<file path="src/rtl/morse_pattern_shifter.sv">
// Serialises a Morse pattern for letters S..Z onto one LED, one bit per rate-divider Tick.
// Optional MORSE_REPEAT_EN: a Start level held at the terminating Tick reloads the same letter.
module morse_pattern_shifter #(
    parameter int PAT_W = 14,
    parameter int LEN_W = 4
) (
    input  logic       ClockIn,
    input  logic       Clear_b,
    input  logic       Tick,
    input  logic       Start,
    input  logic [2:0] Letter,
    output logic       LedOut,
    output logic       Busy,
    output logic       Done
);

    typedef enum logic {IDLE, SEND} state_t;

    state_t             state;
    state_t             state_next;
    logic               start_prev;
    logic               start_req;
    logic               repeat_req;
    logic               finishing;
    logic [PAT_W-1:0]   sreg;
    logic [LEN_W-1:0]   remaining;

    // Patterns are stored left-justified so the MSB is always the next bit out
    function automatic logic [PAT_W-1:0] pattern_of(input logic [2:0] l);
        logic [13:0] p;
        case (l)
            3'd0:    p = 14'b10101000000000;
            3'd1:    p = 14'b11100000000000;
            3'd2:    p = 14'b10101110000000;
            3'd3:    p = 14'b10101011100000;
            3'd4:    p = 14'b10111011100000;
            3'd5:    p = 14'b11101010111000;
            3'd6:    p = 14'b11101011101110;
            default: p = 14'b11101110101000;
        endcase
        return PAT_W'(p) << (PAT_W - 14);
    endfunction

    function automatic logic [LEN_W-1:0] length_of(input logic [2:0] l);
        case (l)
            3'd0:    return LEN_W'(6);
            3'd1:    return LEN_W'(4);
            3'd2:    return LEN_W'(8);
            3'd3:    return LEN_W'(10);
            3'd4:    return LEN_W'(10);
            3'd5:    return LEN_W'(12);
            3'd6:    return LEN_W'(14);
            default: return LEN_W'(12);
        endcase
    endfunction

    assign start_req = Start & ~start_prev;
    assign finishing = (state == SEND) && Tick && (remaining == '0);

`ifdef MORSE_REPEAT_EN
    logic [2:0] letter_q;

    assign repeat_req = Start;

    always_ff @(posedge ClockIn or negedge Clear_b) begin
        if (!Clear_b)
            letter_q <= '0;
        else if (state == IDLE && start_req)
            letter_q <= Letter;
    end
`else
    assign repeat_req = 1'b0;
`endif

    always_ff @(posedge ClockIn or negedge Clear_b) begin
        if (!Clear_b)
            state <= IDLE;
        else
            state <= state_next;
    end

    always_comb begin
        state_next = state;
        case (state)
            IDLE:    if (start_req) state_next = SEND;
            SEND:    if (finishing && !repeat_req) state_next = IDLE;
            default: state_next = IDLE;
        endcase
    end

    always_comb begin
        Busy = (state == SEND);
    end

    // A Tick coinciding with an accepted Start is dropped because IDLE ignores Tick
    always_ff @(posedge ClockIn or negedge Clear_b) begin
        if (!Clear_b) begin
            start_prev <= 1'b0;
            sreg       <= '0;
            remaining  <= '0;
            LedOut     <= 1'b0;
            Done       <= 1'b0;
        end else begin
            start_prev <= Start;
            Done       <= 1'b0;
            case (state)
                IDLE: begin
                    LedOut <= 1'b0;
                    if (start_req) begin
                        sreg      <= pattern_of(Letter);
                        remaining <= length_of(Letter);
                    end
                end
                SEND: begin
                    if (Tick) begin
                        if (remaining != '0) begin
                            LedOut    <= sreg[PAT_W-1];
                            sreg      <= sreg << 1;
                            remaining <= remaining - 1'b1;
                        end else begin
                            LedOut <= 1'b0;
                            Done   <= 1'b1;
`ifdef MORSE_REPEAT_EN
                            if (repeat_req) begin
                                sreg      <= pattern_of(letter_q);
                                remaining <= length_of(letter_q);
                            end
`endif
                        end
                    end
                end
                default: LedOut <= 1'b0;
            endcase
        end
    end

endmodule

</file>
<file path="config.mk">
export PLATFORM = sky130hd
export DESIGN_NAME = morse_pattern_shifter
export DESIGN_NICKNAME = d
export VERILOG_FILES = /design/src/rtl/morse_pattern_shifter.sv
export SDC_FILE = /design/constraint.sdc
export NUM_CORES = 1
export LEC_CHECK = 0
export BUFFER_PORTS_ARGS = -buffer_cell sky130_fd_sc_hd__buf_2
export CAP_MARGIN = 20
export CORE_MARGIN = 2
export CORE_UTILIZATION = 45
export DETAILED_ROUTE_END_ITERATION = 6
export HOLD_SLACK_MARGIN = 0.06
export PLACE_DENSITY = 0.77
export SLEW_MARGIN = 20
export SYNTH_ARGS = -nofsm -noshare
export SYNTH_HDL_FRONTEND = slang
export SYNTH_SLANG_ARGS = --single-unit
</file>
<file path="constraint.sdc">
create_clock -name ClockIn -period 1.7 [get_ports ClockIn]
set_input_delay 0.255 -clock ClockIn [delete_from_list [all_inputs] [get_ports ClockIn]]
set_output_delay 0.255 -clock ClockIn [all_outputs]
set_load 0.03 [all_outputs]
</file>
==> results of run 1 <==
cell usage after synthesis (all sizes together), types with 3 or more instances:
cell type,count,area [um2]
inv,6,22.5
buf,4,26.3
o21ai,10,50.1
a21oi,5,25.0
nor3,3,15.0
nor3b,3,45.1
nand2,7,26.3
a31oi,3,18.8
mux2,9,128
nand2b,3,18.8
mux2i,5,50.1
nor2,7,26.3
dfrtp,21,526
nor2b,4,25.0
final timing paths:
check	startpoint	end	cells after the start
setup / recovery	remaining[0]	sreg[6]	6
max in group asynchronous	Clear_b	Busy	2
hold / removal	Tick	Done	3
hold reg to reg	sreg[13]	LedOut	1
setup reg to reg	remaining[0]	sreg[6]	6
min in group asynchronous	Clear_b	sreg[11]	2
sequential cells by signal, summed over array words and instances, names as in the netlist:
register,cells
Done,1
LedOut,1
Busy,1
start_prev,1
sreg,13
remaining,4
critical path: stages, from the launching register on:
cell and delay (ns):
dfrtp_1 0.42, inv_1 0.11, ha_4 0.16, nor3b_4 0.25
o21bai_4 0.13, clkbuf_16 0.17, mux2_4 0.29
per-layer routing:
| layer | part of all wire | global-route usage | vias up |
|---|---|---|---|
| met1 | 0.43 | 0.243 | 455 |
| met2 | 0.53 | 0.306 | 12 |
| li1 | - | - | 431 |
| met4 | 0.017 | 0.0976 | 0 |
| met5 | 0 | 0 | - |
| met3 | 0.024 | 0.0376 | 5 |
kinds of logic (layout without fill, tap and decap cells):
kind of cell,count (synthesis),count (layout)
buffers and inverters,12,31
AOI/OAI and AO/OA,23,23
adders and majority gates,1,1
xor gates and xnor gates,1,1
and+or+nand+nor,39,39
muxes,14,14
DFF,21,21
final cells by class:
class | count | area (um2) | area share
multi-input cells | 78 | 606 | 0.436
well taps | 30 | 37.5 | 0.0270
repair buffers | 21 | 170 | 0.123
flip-flops and latches | 21 | 527 | 0.379
clock buffers | 4 | 26.3 | 0.0189
inverters | 6 | 22.5 | 0.0162
power groups by stage:
stage	Sequential (mW)	Clock, mW	Combinational [mW]
5_1_grt	0.923	0.283	1.42
2_1_floorplan	0.904	0	0.817
3_5_place_dp	0.907	0	1.14
6_report	0.904	0.249	1.29
3_3_place_gp	0.896	0	1.09
4_1_cts	0.896	0.248	1.15
what timing repair did:
action / CTS / global route
endpoints found under the hold margin: 21 / 1
buffers inserted: 0 / 2
gates resized for setup: 0 / 4
hold buffers: 1 / 1
endpoints found under the setup margin: 0 / 9
==> results.ini, run 1 <==
[outcome]
status=finished clean

[synth]
synth-compound-area-share=0.120
synth_top_family_by_area=simple AND/OR/NAND/NOR gates
ys.flop_type=dfrtp_1
syn-num-nets=119
ys_async_sr_fraction=1.00
yosys.area_share.simple=0.211
syn-instance-count=111
synthXorXnorAreaFrac=0.00750
synthMuxAreaShare=0.152
synth_area_um2=1170
synth-edff-count=0
syn_avg_cell_area_um2=10.5
synthAdderAreaFrac=0.0107
ys_warn_count=0
ys_seq_area_frac=0.450
ys_seq_elements=21
synthDistinctLibCells=33

[cells_and_area]
final_cells=160
layout_commonest_cell=dfrtp_1
drive_above_1_share=0.292
stdcell_area_um2=1390
nets=139
area_growth_syn_to_layout_pct=19.0
final_util=0.561
final.fill_count=231
final_cell_mix=dfrtp_1 (20), o21ai_0 (10), buf_2 (9)
antenna_cells=0

[pwr]
power_frac_comb=0.528
p_per_area_nw_per_um2=1760
power_frac_seq=0.370
power_mw=2.44
switching_share=0.373
p_int_mw=1.53
pwr-share-clk=0.102
leakagePower_nw=0.628
net-switching-power_mw=0.911
vdd_drop_max_v=0.000887

[timing]
postLayoutSetupSlackWorst_ns=0.0820
fin_worst_skew_ns=0.00491
relSlewSlack=0.682
min_period_over_period=0.952
fin_hold_ws_ns=0.243
setup_viol=0
rsz0062_at_grt=false
drv_slew=0
fmax_ghz=0.618
min_period_ns=1.62
finalHoldViolations=0
setup_tns_ns=0
tightestPinTransition_ns=0.476

[cts]
cts_sinks=21
cts_tree=built
clock_latency_ns=0.31
cts.clk_slew.worst_paths_ns=0.12
clock_path_buffers=2
numCtsBuffers=3
h-tree-depth=1
clockRootBuffer=clkbuf_4

[min_path]
worstHoldPathType=in -> reg

[die]
die_area_um2=3020
die_h_um=54.9
initial_utilization=0.471
core_um2=2480
rows=18
ioPinCount=10
die_x_um=54.9

[detailed_routing]
ant_nets=0
drcViolationCount=0
via_per_inst=5.64
num_vias=903
drt_iter0_markers=26
wl_per_cell_um=16.2
routed_wl_um=2590
firstDrtPassIters=4

[grt]
grt_max_degree=22
grt_pass1_wl_um=3970
gr-total-overflow=0
track_usage=0.190
grt_antenna_before_repair=0
grt_pass1_vias=882

[run]
maxCapViolations=0

[critical_path]
criticalPathCategory=reg -> reg
critPathLaunchType=flop
cp.required_ns=1.91
ff2ff_setup_slack_ns=0.08
crit_fanout=5
cp.arrival_ns=1.83
critPathCaptureType=flop

[place]
post-place-cells=151
io_buffers=9
post-dp-hpwl_um=1720
dpl_cell_area_um2=1280
gp_congestion=0.838
post-place-ws_ns=0.0551

Note: power is estimated with default switching activity, not from simulation.
==> run 2, diff against run 1 <==
--- a/config.mk
+++ b/config.mk
@@ -8,10 +8,11 @@
 export BUFFER_PORTS_ARGS = -buffer_cell sky130_fd_sc_hd__buf_2
 export CAP_MARGIN = 20
 export CORE_MARGIN = 2
-export CORE_UTILIZATION = 45
+export CORE_UTILIZATION = 30
+export CTS_BUF_LIST = sky130_fd_sc_hd__clkbuf_2 sky130_fd_sc_hd__clkbuf_4 sky130_fd_sc_hd__clkbuf_8
 export DETAILED_ROUTE_END_ITERATION = 6
 export HOLD_SLACK_MARGIN = 0.06
-export PLACE_DENSITY = 0.77
+export PLACE_DENSITY = 0.59
 export SLEW_MARGIN = 20
 export SYNTH_ARGS = -nofsm -noshare
 export SYNTH_HDL_FRONTEND = slang
==> run 2 against run 1 <==
  * Non-clock buffer count shrank 2
  * Flip-flop and latch count is the same
  * Maximum frequency grew 3.5%
  * Sequential power shrank 2.8%
  * Count of clock-buffer cells in the layout is the same
  * Global-route usage shrank 6.0 points
  * Utilization shrank 19 points
  * Total power shrank 0.95%
  * Critical path type unchanged
==> results.ini, run 2 (synthesis gave the netlist of run 1 again) <==
[outcome]
status=finished clean  ; unchanged

[grt]
grt_max_degree=22  ; unchanged
grt_antenna_before_repair=0  ; unchanged
track_usage=0.131  ; was 0.190
grt_pass1_wl_um=4410  ; was 3970 um
gr-total-overflow=0  ; unchanged
grt_pass1_vias=906  ; was 882

[cells_and_area]
regMostFlops=sreg  ; unchanged
reg_top3=sreg (13), remaining (4)  ; unchanged
nets=137  ; was 139
layout_commonest_cell=dfrtp_1  ; unchanged
final_cells=176  ; was 160
final_cell_mix=dfrtp_1 (21), o21ai_0 (10), buf_2 (9)  ; was dfrtp_1 (20), o21ai_0 (10), buf_2 (9)
antenna_cells=0  ; unchanged
final_util=0.376  ; was 0.561
seqCellArea_um2=526  ; was 527 um2
final.fill_count=380  ; was 231
largest_reg_flops=13  ; unchanged
drive_above_1_share=0.281  ; was 0.292
multi_input_area_um2=593  ; was 606 um2
area_growth_syn_to_layout_pct=18.6  ; was 19.0%

[die]
core_um2=3690  ; was 2480 um2
die_x_um=66.4  ; was 54.9 um
rows=22  ; was 18
ioPinCount=10  ; unchanged
die_area_um2=4410  ; was 3020 um2
initial_utilization=0.316  ; was 0.471
die_h_um=66.4  ; was 54.9 um

[critical_path]
cp_num_buf_inv=2  ; unchanged
criticalPathCategory=reg -> reg  ; unchanged
crit_family=flip-flops  ; unchanged
critPathLaunchType=flop  ; unchanged
cp.arrival_ns=1.71  ; was 1.83 ns
cp.required_ns=1.85  ; was 1.91 ns
critPathCaptureType=flop  ; unchanged
slowest_delay_ns=0.38  ; was 0.42 ns
crit_path_start=remaining[1]  ; was remaining[0]
r2r_start=remaining[1]  ; was remaining[0]
path_cells=inv_1 > ha_1 > nor3b_4 > o21bai_4 > buf_12 > mux2_4  ; was inv_1 > ha_4 > nor3b_4 > o21bai_4 > clkbuf_16 > mux2_4
crit_fanout=9  ; was 5
cp_slowest_cell=dfrtp_1  ; unchanged

[detailed_routing]
ant_nets=0  ; unchanged
drcViolationCount=0  ; unchanged
routed_wl_um=2490  ; was 2590 um
via_per_inst=4.94  ; was 5.64
wl_per_cell_um=14.1  ; was 16.2 um
drt_iter0_markers=50  ; was 26
firstDrtPassIters=4  ; unchanged
num_vias=870  ; was 903

[cts]
h-tree-depth=1  ; unchanged
cts.clk_slew.worst_paths_ns=0.07  ; was 0.12 ns
clock_path_buffers=2  ; unchanged
clock_latency_ns=0.26  ; was 0.31 ns
post_cts_buffers=0  ; unchanged
cts_sinks=21  ; unchanged
cts_tree=built  ; unchanged
numCtsBuffers=3  ; unchanged
clockRootBuffer=clkbuf_8  ; was clkbuf_4

[pwr]
vdd_drop_max_v=0.000475  ; was 0.000887 V
p_per_area_nw_per_um2=1750  ; was 1760 nW/um2
power_frac_comb=0.495  ; was 0.528
net-switching-power_mw=0.871  ; was 0.911 mW
switching_share=0.360  ; was 0.373
leakagePower_nw=0.623  ; was 0.628 nW
pwr-share-clk=0.141  ; was 0.102
power_frac_seq=0.363  ; was 0.370
p_int_mw=1.55  ; was 1.53 mW

[run]
maxCapViolations=0  ; unchanged

[min_path]
worstHoldPathType=in -> reg  ; unchanged
hold_path.startpoint=Start  ; was Tick

[timing]
setup_viol=0  ; unchanged
drv_slew=0  ; unchanged
min_period_ns=1.56  ; was 1.62 ns
fin_worst_skew_ns=0.00133  ; was 0.00491 ns
rsz0062_at_grt=false  ; unchanged
fmax_ghz=0.640  ; was 0.618 GHz
relSlewSlack=0.673  ; was 0.682
tightestPinTransition_ns=0.490  ; was 0.476 ns
finalHoldViolations=0  ; unchanged
min_period_over_period=0.920  ; was 0.952
setup_tns_ns=0  ; unchanged

[place]
gp_congestion=0.723  ; was 0.838
post-dp-hpwl_um=1810  ; was 1720 um
post-place-cells=171  ; was 151
io_buffers=9  ; unchanged

-- run 2: final timing paths --
kind                              endpoint  slack (ns)  cells past startpoint
worst max register to register     sreg[9]        0.14                      6
worst max-delay path               sreg[9]        0.14                      6
worst min-delay path            start_prev        0.14                      1
min in group asynchronous         sreg[13]        0.48                      2
max in group asynchronous          sreg[5]        0.88                      2
worst min register to register     sreg[4]        0.51                      1
-- run 2: repair_timing --
item | in CTS | in global routing
hold buffers | 1 | 0
setup endpoints to repair | 0 | 1
hold endpoints to repair | 21 | 0
gates resized for setup | 0 | 1
-- run 2: power groups by stage --
stage	clock network (mW)	registers [mW]	logic, mW
6_report	0.342	0.879	1.20
5_1_grt	0.383	0.907	1.34
4_1_cts	0.356	0.879	1.20
3_5_place_dp	0	0.890	1.19
3_3_place_gp	0	0.885	1.16
2_1_floorplan	0	0.904	0.817
-- run 2: layout make-up --
class,count,share of cell area
Timing Repair Buffer,19,0.0976
Sequential cell,21,0.379
Multi-Input combinational cell,78,0.428
Clock buffer,4,0.0352
Inverter,6,0.0163
Tap cell,48,0.0434
-- run 2: per-layer routing --
| layer | share of wire | track usage | wire length (um) |
|---|---|---|---|
| met1 | 0.49 | 0.174 | 1210 |
| met2 | 0.48 | 0.214 | 1190 |
| met3 | 0.032 | 0.0358 | 80 |
| met4 | 0.0044 | 0.0230 | 11 |
| met5 | 0 | 0 | 0 |
-- run 2: per-stage QoR --
stage | cell area, um2 | setup slack [ns] | hold WS [ns] | power (mW)
2_1_floorplan | 1170 | 0.0799 | -0.0406 | 1.72
3_3_place_gp | 1320 | 0.139 | 0.241 | 2.04
3_5_place_dp | 1320 | 0.0725 | 0.247 | 2.08
4_1_cts | 1380 | 0.0542 | 0.141 | 2.44
5_1_grt | 1390 | 0.0445 | 0.145 | 2.63
6_report | 1390 | 0.137 | 0.145 | 2.42
